--- config.mk ---
export PLATFORM = sky130hd
export DESIGN_NAME = p2s_stream_flat
export DESIGN_NICKNAME = d
export VERILOG_FILES = /design/src/rtl/p2s_stream_if.sv /design/src/rtl/p2s_stream.sv /design/src/flat_wrapper.sv
export SDC_FILE = /design/constraint.sdc
export NUM_CORES = 1
export LEC_CHECK = 0
export BUFFER_PORTS_ARGS = -buffer_cell sky130_fd_sc_hd__buf_2
export CAP_MARGIN = 20
export CORE_ASPECT_RATIO = 0.5
export CORE_MARGIN = 8
export CORE_UTILIZATION = 57
export DETAILED_ROUTE_END_ITERATION = 7
export MAX_ROUTING_LAYER = met4
export PLACE_DENSITY = 0.78
export SLEW_MARGIN = 0
export SYNTH_ARGS = -nofsm -noshare
export SYNTH_HDL_FRONTEND = slang
export SYNTH_SLANG_ARGS = --single-unit
--- constraint.sdc ---
create_clock -name clk -period 2.3 [get_ports clk]
set_input_delay 0.23 -clock clk [delete_from_list [all_inputs] [get_ports clk]]
set_output_delay 0.23 -clock clk [all_outputs]
set_load 0.01 [all_outputs]
--- src/rtl/p2s_stream_if.sv ---
`default_nettype none
// ============================================================================
// Module   : p2s_stream_if
// Purpose  : Parallel-word input and serial-beat output handshake bundle
//            used by p2s_stream.
// Revision : 1.0 - initial release
// ============================================================================
interface p2s_stream_if #(
    parameter int N = 16,
    parameter int W = 1
);
    logic         p_valid;
    logic [N-1:0] p_data;
    logic         p_ready;
    logic         s_valid;
    logic [W-1:0] s_data;
    logic         s_ready;
    logic         s_last;

    // Environment side: word producer plus serial consumer.
    modport master (
        output p_valid, p_data, s_ready,
        input  p_ready, s_valid, s_data, s_last
    );

    // Converter side.
    modport slave (
        input  p_valid, p_data, s_ready,
        output p_ready, s_valid, s_data, s_last
    );
endinterface
`default_nettype wire

--- src/rtl/p2s_stream.sv ---
`default_nettype none
// ============================================================================
// Module   : p2s_stream
// Purpose  : N-bit word to W-bit beat serialiser with one-word holding
//            register. Optional trailing even-parity beat: P2S_PARITY_EN.
// Revision : 1.0 - initial release
// ============================================================================
module p2s_stream #(
    parameter int N         = 16,
    parameter int W         = 1,
    parameter int MSB_FIRST = 0
) (
    input  wire logic   clk,
    input  wire logic   rst,
    p2s_stream_if.slave bus
);
    localparam int c_BEATS = N / W;
`ifdef P2S_PARITY_EN
    localparam int c_CW    = $clog2(c_BEATS) + 1;
    localparam int c_LAST  = c_BEATS;
`else
    localparam int c_CW    = $clog2(c_BEATS);
    localparam int c_LAST  = c_BEATS - 1;
`endif
    localparam logic [c_CW-1:0] c_CNT_LAST = c_CW'(c_LAST);
    localparam logic [c_CW-1:0] c_CNT_ONE  = c_CW'(1);

    typedef enum logic [0:0] {
        ST_IDLE  = 1'b0,
        ST_SHIFT = 1'b1
    } state_t;

    state_t          r_state, w_state_nxt;
    logic [N-1:0]    r_shift, w_shift_nxt;
    logic [N-1:0]    r_hold, w_hold_nxt;
    logic            r_hold_valid, w_hold_valid_nxt;
    logic [c_CW-1:0] r_cnt, w_cnt_nxt;
    logic            w_load;
    logic [N-1:0]    w_load_data;
    logic [N-1:0]    w_shifted;
    logic [W-1:0]    w_beat;
    logic            w_s_valid, w_s_last, w_acc, w_fire, w_lfire;

    generate
        if (MSB_FIRST != 0) begin : g_msb_first
            assign w_beat    = r_shift[N-1 -: W];
            assign w_shifted = r_shift << W;
        end else begin : g_lsb_first
            assign w_beat    = r_shift[W-1:0];
            assign w_shifted = r_shift >> W;
        end
    endgenerate

    assign w_s_valid   = (r_state == ST_SHIFT);
    assign w_s_last    = w_s_valid && (r_cnt == c_CNT_LAST);
    assign w_acc       = bus.p_valid && !r_hold_valid;
    assign w_fire      = w_s_valid && bus.s_ready;
    assign w_lfire     = w_fire && w_s_last;

    assign bus.p_ready = !r_hold_valid;
    assign bus.s_valid = w_s_valid;
    assign bus.s_last  = w_s_last;

`ifdef P2S_PARITY_EN
    logic r_par;

    // The parity beat follows the data beats; the counter only reaches
    // c_CNT_LAST on that extra beat.
    assign bus.s_data = (r_cnt == c_CNT_LAST) ? W'(r_par) : w_beat;

    always_ff @(posedge clk or posedge rst) begin
        if (rst) begin
            r_par <= 1'b0;
        end else if (w_load) begin
            r_par <= ^w_load_data;
        end
    end
`else
    assign bus.s_data = w_beat;
`endif

    always_comb begin
        w_state_nxt      = r_state;
        w_shift_nxt      = r_shift;
        w_cnt_nxt        = r_cnt;
        w_hold_nxt       = r_hold;
        w_hold_valid_nxt = r_hold_valid;
        w_load           = 1'b0;
        w_load_data      = bus.p_data;
        case (r_state)
            ST_IDLE: begin
                if (w_acc) begin
                    w_load      = 1'b1;
                    w_state_nxt = ST_SHIFT;
                end
            end
            ST_SHIFT: begin
                if (w_lfire) begin
                    // A held word takes precedence; otherwise an incoming
                    // word bypasses the holding register.
                    if (r_hold_valid) begin
                        w_load           = 1'b1;
                        w_load_data      = r_hold;
                        w_hold_valid_nxt = 1'b0;
                    end else if (w_acc) begin
                        w_load = 1'b1;
                    end else begin
                        w_state_nxt = ST_IDLE;
                    end
                end else begin
                    if (w_fire) begin
                        w_shift_nxt = w_shifted;
                        w_cnt_nxt   = r_cnt + c_CNT_ONE;
                    end
                    if (w_acc) begin
                        w_hold_nxt       = bus.p_data;
                        w_hold_valid_nxt = 1'b1;
                    end
                end
            end
            default: w_state_nxt = ST_IDLE;
        endcase
        if (w_load) begin
            w_shift_nxt = w_load_data;
            w_cnt_nxt   = '0;
        end
    end

    always_ff @(posedge clk or posedge rst) begin
        if (rst) begin
            r_state      <= ST_IDLE;
            r_shift      <= '0;
            r_cnt        <= '0;
            r_hold       <= '0;
            r_hold_valid <= 1'b0;
        end else begin
            r_state      <= w_state_nxt;
            r_shift      <= w_shift_nxt;
            r_cnt        <= w_cnt_nxt;
            r_hold       <= w_hold_nxt;
            r_hold_valid <= w_hold_valid_nxt;
        end
    end
endmodule
`default_nettype wire

--- src/flat_wrapper.sv ---
// flat-port wrapper written by rule: the top's interface ports become plain ports
module p2s_stream_flat 
#(
    parameter int N         = 16,
    parameter int W         = 1,
    parameter int MSB_FIRST = 0
)
  (clk, rst, bus_p_valid, bus_p_data, bus_s_ready, bus_p_ready, bus_s_valid, bus_s_data, bus_s_last);
  p2s_stream_if #(.N(N), .W(W)) bus_i ();
  input  wire logic clk;
  input  wire logic rst;
  input wire logic [$bits(bus_i.p_valid)-1:0] bus_p_valid;
  input wire logic [$bits(bus_i.p_data)-1:0] bus_p_data;
  input wire logic [$bits(bus_i.s_ready)-1:0] bus_s_ready;
  output wire logic [$bits(bus_i.p_ready)-1:0] bus_p_ready;
  output wire logic [$bits(bus_i.s_valid)-1:0] bus_s_valid;
  output wire logic [$bits(bus_i.s_data)-1:0] bus_s_data;
  output wire logic [$bits(bus_i.s_last)-1:0] bus_s_last;
  assign bus_i.p_valid = bus_p_valid;
  assign bus_i.p_data = bus_p_data;
  assign bus_i.s_ready = bus_s_ready;
  assign bus_p_ready = bus_i.p_ready;
  assign bus_s_valid = bus_i.s_valid;
  assign bus_s_data = bus_i.s_data;
  assign bus_s_last = bus_i.s_last;
  p2s_stream #(.N(N), .W(W), .MSB_FIRST(MSB_FIRST)) u_core (.clk(clk), .rst(rst), .bus(bus_i));
endmodule
==> results_dict.tcl, run 1 <==
set metrics [dict create \
    outcome "finished, final reports clean" \
    ctsHoldBuffers 0 \
    grt_max_degree 39 \
    grt_pass1_vias 1292 \
    slew_violations 0 \
    clk_path_buf_depth 2 \
    cts-htree-levels 2 \
    cp-startpoint "u_core.r_cnt[0]" \
    start_util_pct 58.97 \
    globalplace.congestion 0.7389 \
    max_freq_mhz 537.8 \
    yosysWarnings 0 \
    start_kind "flop" \
    r2r-end "u_core.r_shift[0]" \
    cts_tree "built" \
    dr.pass1.iters 4 \
    crit_fanout 22 \
    cts_root_buffer "clkbuf_8" \
    ant_nets 0 \
    top_level_ports 24 \
    critPathMaxStageDelay_ns 0.40 \
    drc 0 \
    post-cts-setup-buffers 0 \
    reg2reg_depth 7 \
    fin_crit_sh_pct 80.84 \
    clock_skew_ns 0.004524 \
    dr_total_vias 1296 \
    port_buffers 23 \
    r2r_start "u_core.r_cnt[0]" \
    grt_pass1_wl_um 6189 \
    drtIter0Drc 38 \
    die_area_um2 5782 \
    yosysSeqAreaShare_pct 47.47 \
    rsz0062_at_grt "false" \
    syn2layout_area_growth_pct 12.30 \
    grt.total_usage_pct 13.99 \
    clock_latency_ns 0.29 \
    die_h_um 57.92 \
    cp_slowest_cell "dfrtp_1" \
    grt_overflow_total 0 \
    worst_slew_margin_rel_pct 68.32 \
    peakVddDrop_mv 0.5544 \
    coreArea_um2 3397 \
    power_density_nw_per_um2 1079 \
    setup-tns-final_ns 0 \
    viasPerCell 5.468 \
    rows 15 \
    cts_num_sinks 38 \
    arrival_ns 2.06 \
    hold_class "primary input to asynchronous set/reset pin" \
    crit_top_cell "buf_4" \
    fin_util_pct 66.22 \
    p_leak_nw 1.077 \
    synth.distinct_cells 31 \
    diodes 0 \
    hpwl_um 2447 \
    cts_inserted_buffers 5 \
    setup.worst_path.end "u_core.r_shift[0]" \
    end_kind "flop" \
    worst_slew_pin_slew_ns 0.4752 \
    worstPathRequired_ns 2.50 \
    reg2reg_slack_ns 0.44 \
    cts_resized 0 \
    ys_ff_latch 38 \
    worstSetupPathType "flop to flop" \
    wirelength_um 3648 \
    min_period_ns 1.859 \
    finalHoldViolations 0 \
    antenna_found_initial 0 \
    chipWidth_um 99.84 \
    syn_area_um2 2003 \
    wl_per_cell_um 15.39 \
    finalSetupViolCount 0 \
    nets 206 \
    drive_gt1_share_pct 40.86 \
    synthCells 159 \
    maxCapViolations 0 \
    worstPathCellList "ha_1 > nand3_1 > o32ai_2 > buf_4 > buf_4 > nor3_1 > a211oi_2" \
    syn_nets 180 \
    synth.avg_cell_area_um2 12.60 \
    path_clk_slew_ns 0.07 \
]
worst min path at each step:
stage | startpoint | end | slack [ns]
5_1_grt | rst | u_core.r_hold[1] | 0.08
2_1_floorplan | bus_p_valid | u_core.bus.s_valid | 0.36
4_1_cts | rst | u_core.r_hold[4] | 0.05
6_report | rst | u_core.r_hold[1] | 0.03
3_5_place_dp | rst | u_core.r_hold[1] | 0.37
3_3_place_gp | rst | u_core.r_shift[1] | 0.37
where the power goes:
part           internal [W]  switching [W]
combinational      0.000390       0.000321
sequential         0.000977       0.000184
clock              0.000319       0.000236
synth_stat cells:
library cell,count,area [µm²]
nor3_1,15,75.07
a22o_1,1,8.760
nand4_2,1,12.51
buf_4,3,22.52
o32ai_2,1,16.27
a21oi_1,3,15.01
dfrtp_1,38,950.9
buf_6,5,56.30
and2_1,1,6.260
inv_1,3,11.26
nand3_1,2,10.01
mux2_2,18,202.7
o21ai_0,4,20.02
a211oi_2,14,175.2
ha_1,1,12.51
nand3_4,1,17.52
and2b_1,8,60.06
nor3b_2,1,12.51
nor2b_1,7,43.79
and2_4,1,8.760
and3_1,1,6.260
nor2_1,3,11.26
clkbuf_2,1,5.000
a21oi_4,1,16.27
o21bai_1,1,7.510
nand4_1,1,6.260
a211oi_1,1,7.510
mux2i_1,18,180.2
xor2_1,1,8.760
buf_2,2,10.01
or3_1,1,6.260
through the flow:
stage,hold slack (ns),worst slack [ns],cells,power [W],instance area (µm²)
floorplan,0.3601,0.6619,159,0.001722,2003
global placement,0.3670,0.5507,229,0.001829,2141
detailed placement,0.3657,0.4820,229,0.001879,2141
CTS,0.04923,0.4477,237,0.002447,2250
global route,0.07956,0.3299,237,0.002581,2250
finish,0.03265,0.4406,237,0.002427,2250
layout make-up:
class | instances | area (µm²)
Timing Repair Buffer | 30 | 167.7
Clock inverter | 3 | 40.04
Clock buffer | 5 | 68.82
Tap cell | 51 | 63.81
Multi-Input combinational cell | 107 | 947.2
Fill cell | 270 | 1147
Inverter | 3 | 11.26
Sequential cell | 38 | 950.9
state kept, by name, indices dropped and copies added (netlist names):
signal and flops:
u_core.r_cnt 4, u_core.r_shift 16, u_core.r_hold_valid 1, u_core.bus.s_valid 1
u_core.r_hold 16
per-layer routing:
layer	track usage (%)	vias to the layer above	part of all wire, %
met1	18.19	639	51
met3	5.251	3	4.6
met4	4.478	0	0.69
met2	19.60	21	44
li1	-	633	-
met5	-	-	0
placed cells by master (no fill, tap or decap), types with 2 or more instances in the layout:
master and count:
buf_4 7, dfrtp_1 38, clkbuf_8 5, mux2i_1 18
nor2b_1 7, inv_1 3, nor3_1 15, clkinv_2 2
nor2_1 3, and2b_1 8, a211oi_2 14, buf_2 23
nand3_1 2, mux2_2 18, a21oi_1 3, o21ai_0 4
cell families after synthesis:
| group | share of synthesized area [%] |
|---|---|
| compound gates | 13.30 |
| xor+xnor | 0.4373 |
| fa+ha+maj | 0.6245 |
| buf+inv | 5.246 |
| flops | 47.47 |
| mux | 19.11 |
| simple gates | 13.80 |
worst max-delay path, delay by kind of cell (launching register included):
kind	cells	cell delay, ns
compound gates	2	0.44
fa+ha+maj	1	0.24
buf+inv	2	0.47
flops	1	0.40
simple gates	2	0.23
Power figures use the tool's default switching activity.
==> run 2, diff against run 1 <==
==> constraint.sdc (replaced) <==
create_clock -name clk -period 1.9 [get_ports clk]
set_input_delay 0.19 -clock clk [delete_from_list [all_inputs] [get_ports clk]]
set_output_delay 0.19 -clock clk [all_outputs]
set_load 0.01 [all_outputs]
==> run 2 against run 1 <==
Net effect: via count decreased by 1.2%; highest routed layer unchanged; largest cell class unchanged; non-clock buffer count increased by 1; clock skew decreased by 0.00063 ns; critical endpoint is now u_core.r_shift[5].
==> results_dict.tcl, run 2 (synthesis gave the netlist of run 1 again) <==
set metrics [dict create \
    worst_slew_margin_rel_pct 68.00 \
    p_leak_nw 1.080 \
    cts-htree-levels 2 \
    power_density_nw_per_um2 1248 \
    power_switching_w 0.0008698 \
    outcome "finished, final reports clean" \
    top_level_ports 24 \
    maxCapViolations 0 \
    worst_slew_pin_slew_ns 0.4801 \
    hpwl_um 2477 \
    p_int_w 0.001959 \
    cp_slowest_cell "dfrtp_1" \
    ctsHoldBuffers 0 \
    die_h_um 57.92 \
    max_freq_mhz 566.6 \
    start_kind "flop" \
    cts_resized 0 \
    grt_overflow_total 0 \
    antenna_found_initial 0 \
    design_area_um2 2266 \
    dr_total_vias 1281 \
    nets 207 \
    dp_slack_ns 0.1601 \
    drtIter0Drc 45 \
    grt_pass1_wl_um 6065 \
    dr.pass1.iters 4 \
    finalSetupViolCount 0 \
    top_regs "u_core.r_hold x16, u_core.r_shift x16, u_core.r_cnt x4" \
    die_area_um2 5782 \
    start_util_pct 58.97 \
    clock_skew_ns 0.003891 \
    hold_class "primary input to asynchronous set/reset pin" \
    sw_frac_of_total_pct 30.74 \
    wl_per_cell_um 15.00 \
    min_period_ns 1.765 \
    fin_ws_ns 0.1351 \
    globalplace.congestion 0.7497 \
    rsz0062_at_grt "false" \
    worstPathCellList "ha_1 > nand3_1 > o32ai_2 > buf_4 > nor3_1 > a211oi_2" \
    cts_inserted_buffers 5 \
    drive_gt1_share_pct 41.18 \
    wirelength_um 3569 \
    cts_tree "built" \
    diodes 0 \
    drc 0 \
    grt_max_degree 39 \
    p_seq_share_pct 49.6 \
    post_dp_cell_area_um2 2173 \
    clk_path_buf_depth 2 \
    finalHoldViolations 0 \
    crit_fanout 21 \
    chipWidth_um 99.84 \
    syn2layout_area_growth_pct 13.12 \
    combPwrFrac_pct 30.6 \
    post-cts-setup-buffers 0 \
    cts_root_buffer "clkbuf_8" \
    port_buffers 23 \
    clock_latency_ns 0.28 \
    arrival_ns 1.96 \
    coreArea_um2 3397 \
    worstSetupPathType "flop to flop" \
    peakVddDrop_mv 0.5482 \
    worstPathRequired_ns 2.10 \
    ant_nets 0 \
    hold_ws_ns 0.001331 \
    path_clk_slew_ns 0.07 \
    grt_pass1_vias 1339 \
    grt.total_usage_pct 13.51 \
    slew_violations 0 \
    fin_crit_sh_pct 92.89 \
    rows 15 \
    cts_num_sinks 38 \
    layout_common_cells "38 x dfrtp_1, 23 x buf_2, 18 x mux2i_1, 18 x mux2_2, 15 x nor3_1" \
    viasPerCell 5.382 \
    end_kind "flop" \
    critPathMaxStageDelay_ns 0.38 \
    layout_commonest_cell "dfrtp_1" \
    clkPwrFrac_pct 19.8 \
    setup-tns-final_ns 0 \
]
-- run 2: changes by cell type in the layout (fill, tap and decap cells not counted), sizes merged --
cell	delta
bufinv	-1
clkbuf	+2
buf	+1
clkinv	-1
-- run 2: worst max-delay path, delay by kind of cell, from the launching register on --
family / cells / cell delay, ns
AOI/OAI and AO/OA: 2 / 0.53
adders and majority gates: 1 / 0.24
buffers and inverters: 1 / 0.30
DFF: 1 / 0.38
and+or+nand+nor: 2 / 0.23
-- run 2: power by group through the flow --
stage          Combinational, W  Clock (W)  Sequential (W)
2_1_floorplan          0.000735          0         0.00135
3_3_place_gp           0.000833          0         0.00139
3_5_place_dp           0.000875          0         0.00141
4_1_cts                0.000880   0.000583         0.00140
5_1_grt                0.000960   0.000610         0.00145
6_report               0.000866   0.000561         0.00140
-- run 2: path summary, 6_finish.rpt --
path,start,end,slack [ns],depth (start not counted)
max,u_core.r_cnt[0],u_core.r_shift[5],0.14,6
min,rst,u_core.r_shift[0],0.001,3
max reg2reg,u_core.r_cnt[0],u_core.r_shift[5],0.14,6
min reg2reg,u_core.r_hold[14],u_core.r_hold[14],0.50,1
max in group asynchronous,rst,u_core.r_hold[9],1.56,3
min in group clk,bus_p_data[2],u_core.r_hold[2],0.15,2
-- run 2: cell type report --
class | count | area, µm²
Sequential cell | 38 | 950.9
Clock buffer | 7 | 86.33
Inverter | 3 | 11.26
Clock inverter | 1 | 5.005
Fill cell | 271 | 1131
Multi-Input combinational cell | 107 | 948.4
Tap cell | 51 | 63.81
Timing Repair Buffer | 31 | 200.2
-- run 2: metrics by stage --
step	instances	util [%]	total power, W
6_report	238	66.70	0.002829
5_1_grt	238	66.70	0.003019
4_1_cts	238	66.67	0.002862
3_5_place_dp	230	63.98	0.002285
3_3_place_gp	230	63.98	0.002226
2_1_floorplan	159	-	0.002085
-- run 2: per-layer routing --
metal  GRT usage [%]  vias to the layer above  part of all wire, %
met5               -                        -                    0
met4           4.478                        0                 0.39
met3           4.177                        2                  3.5
met2           20.64                       24                   46
met1           16.75                      623                   50
li1                -                      632                    -
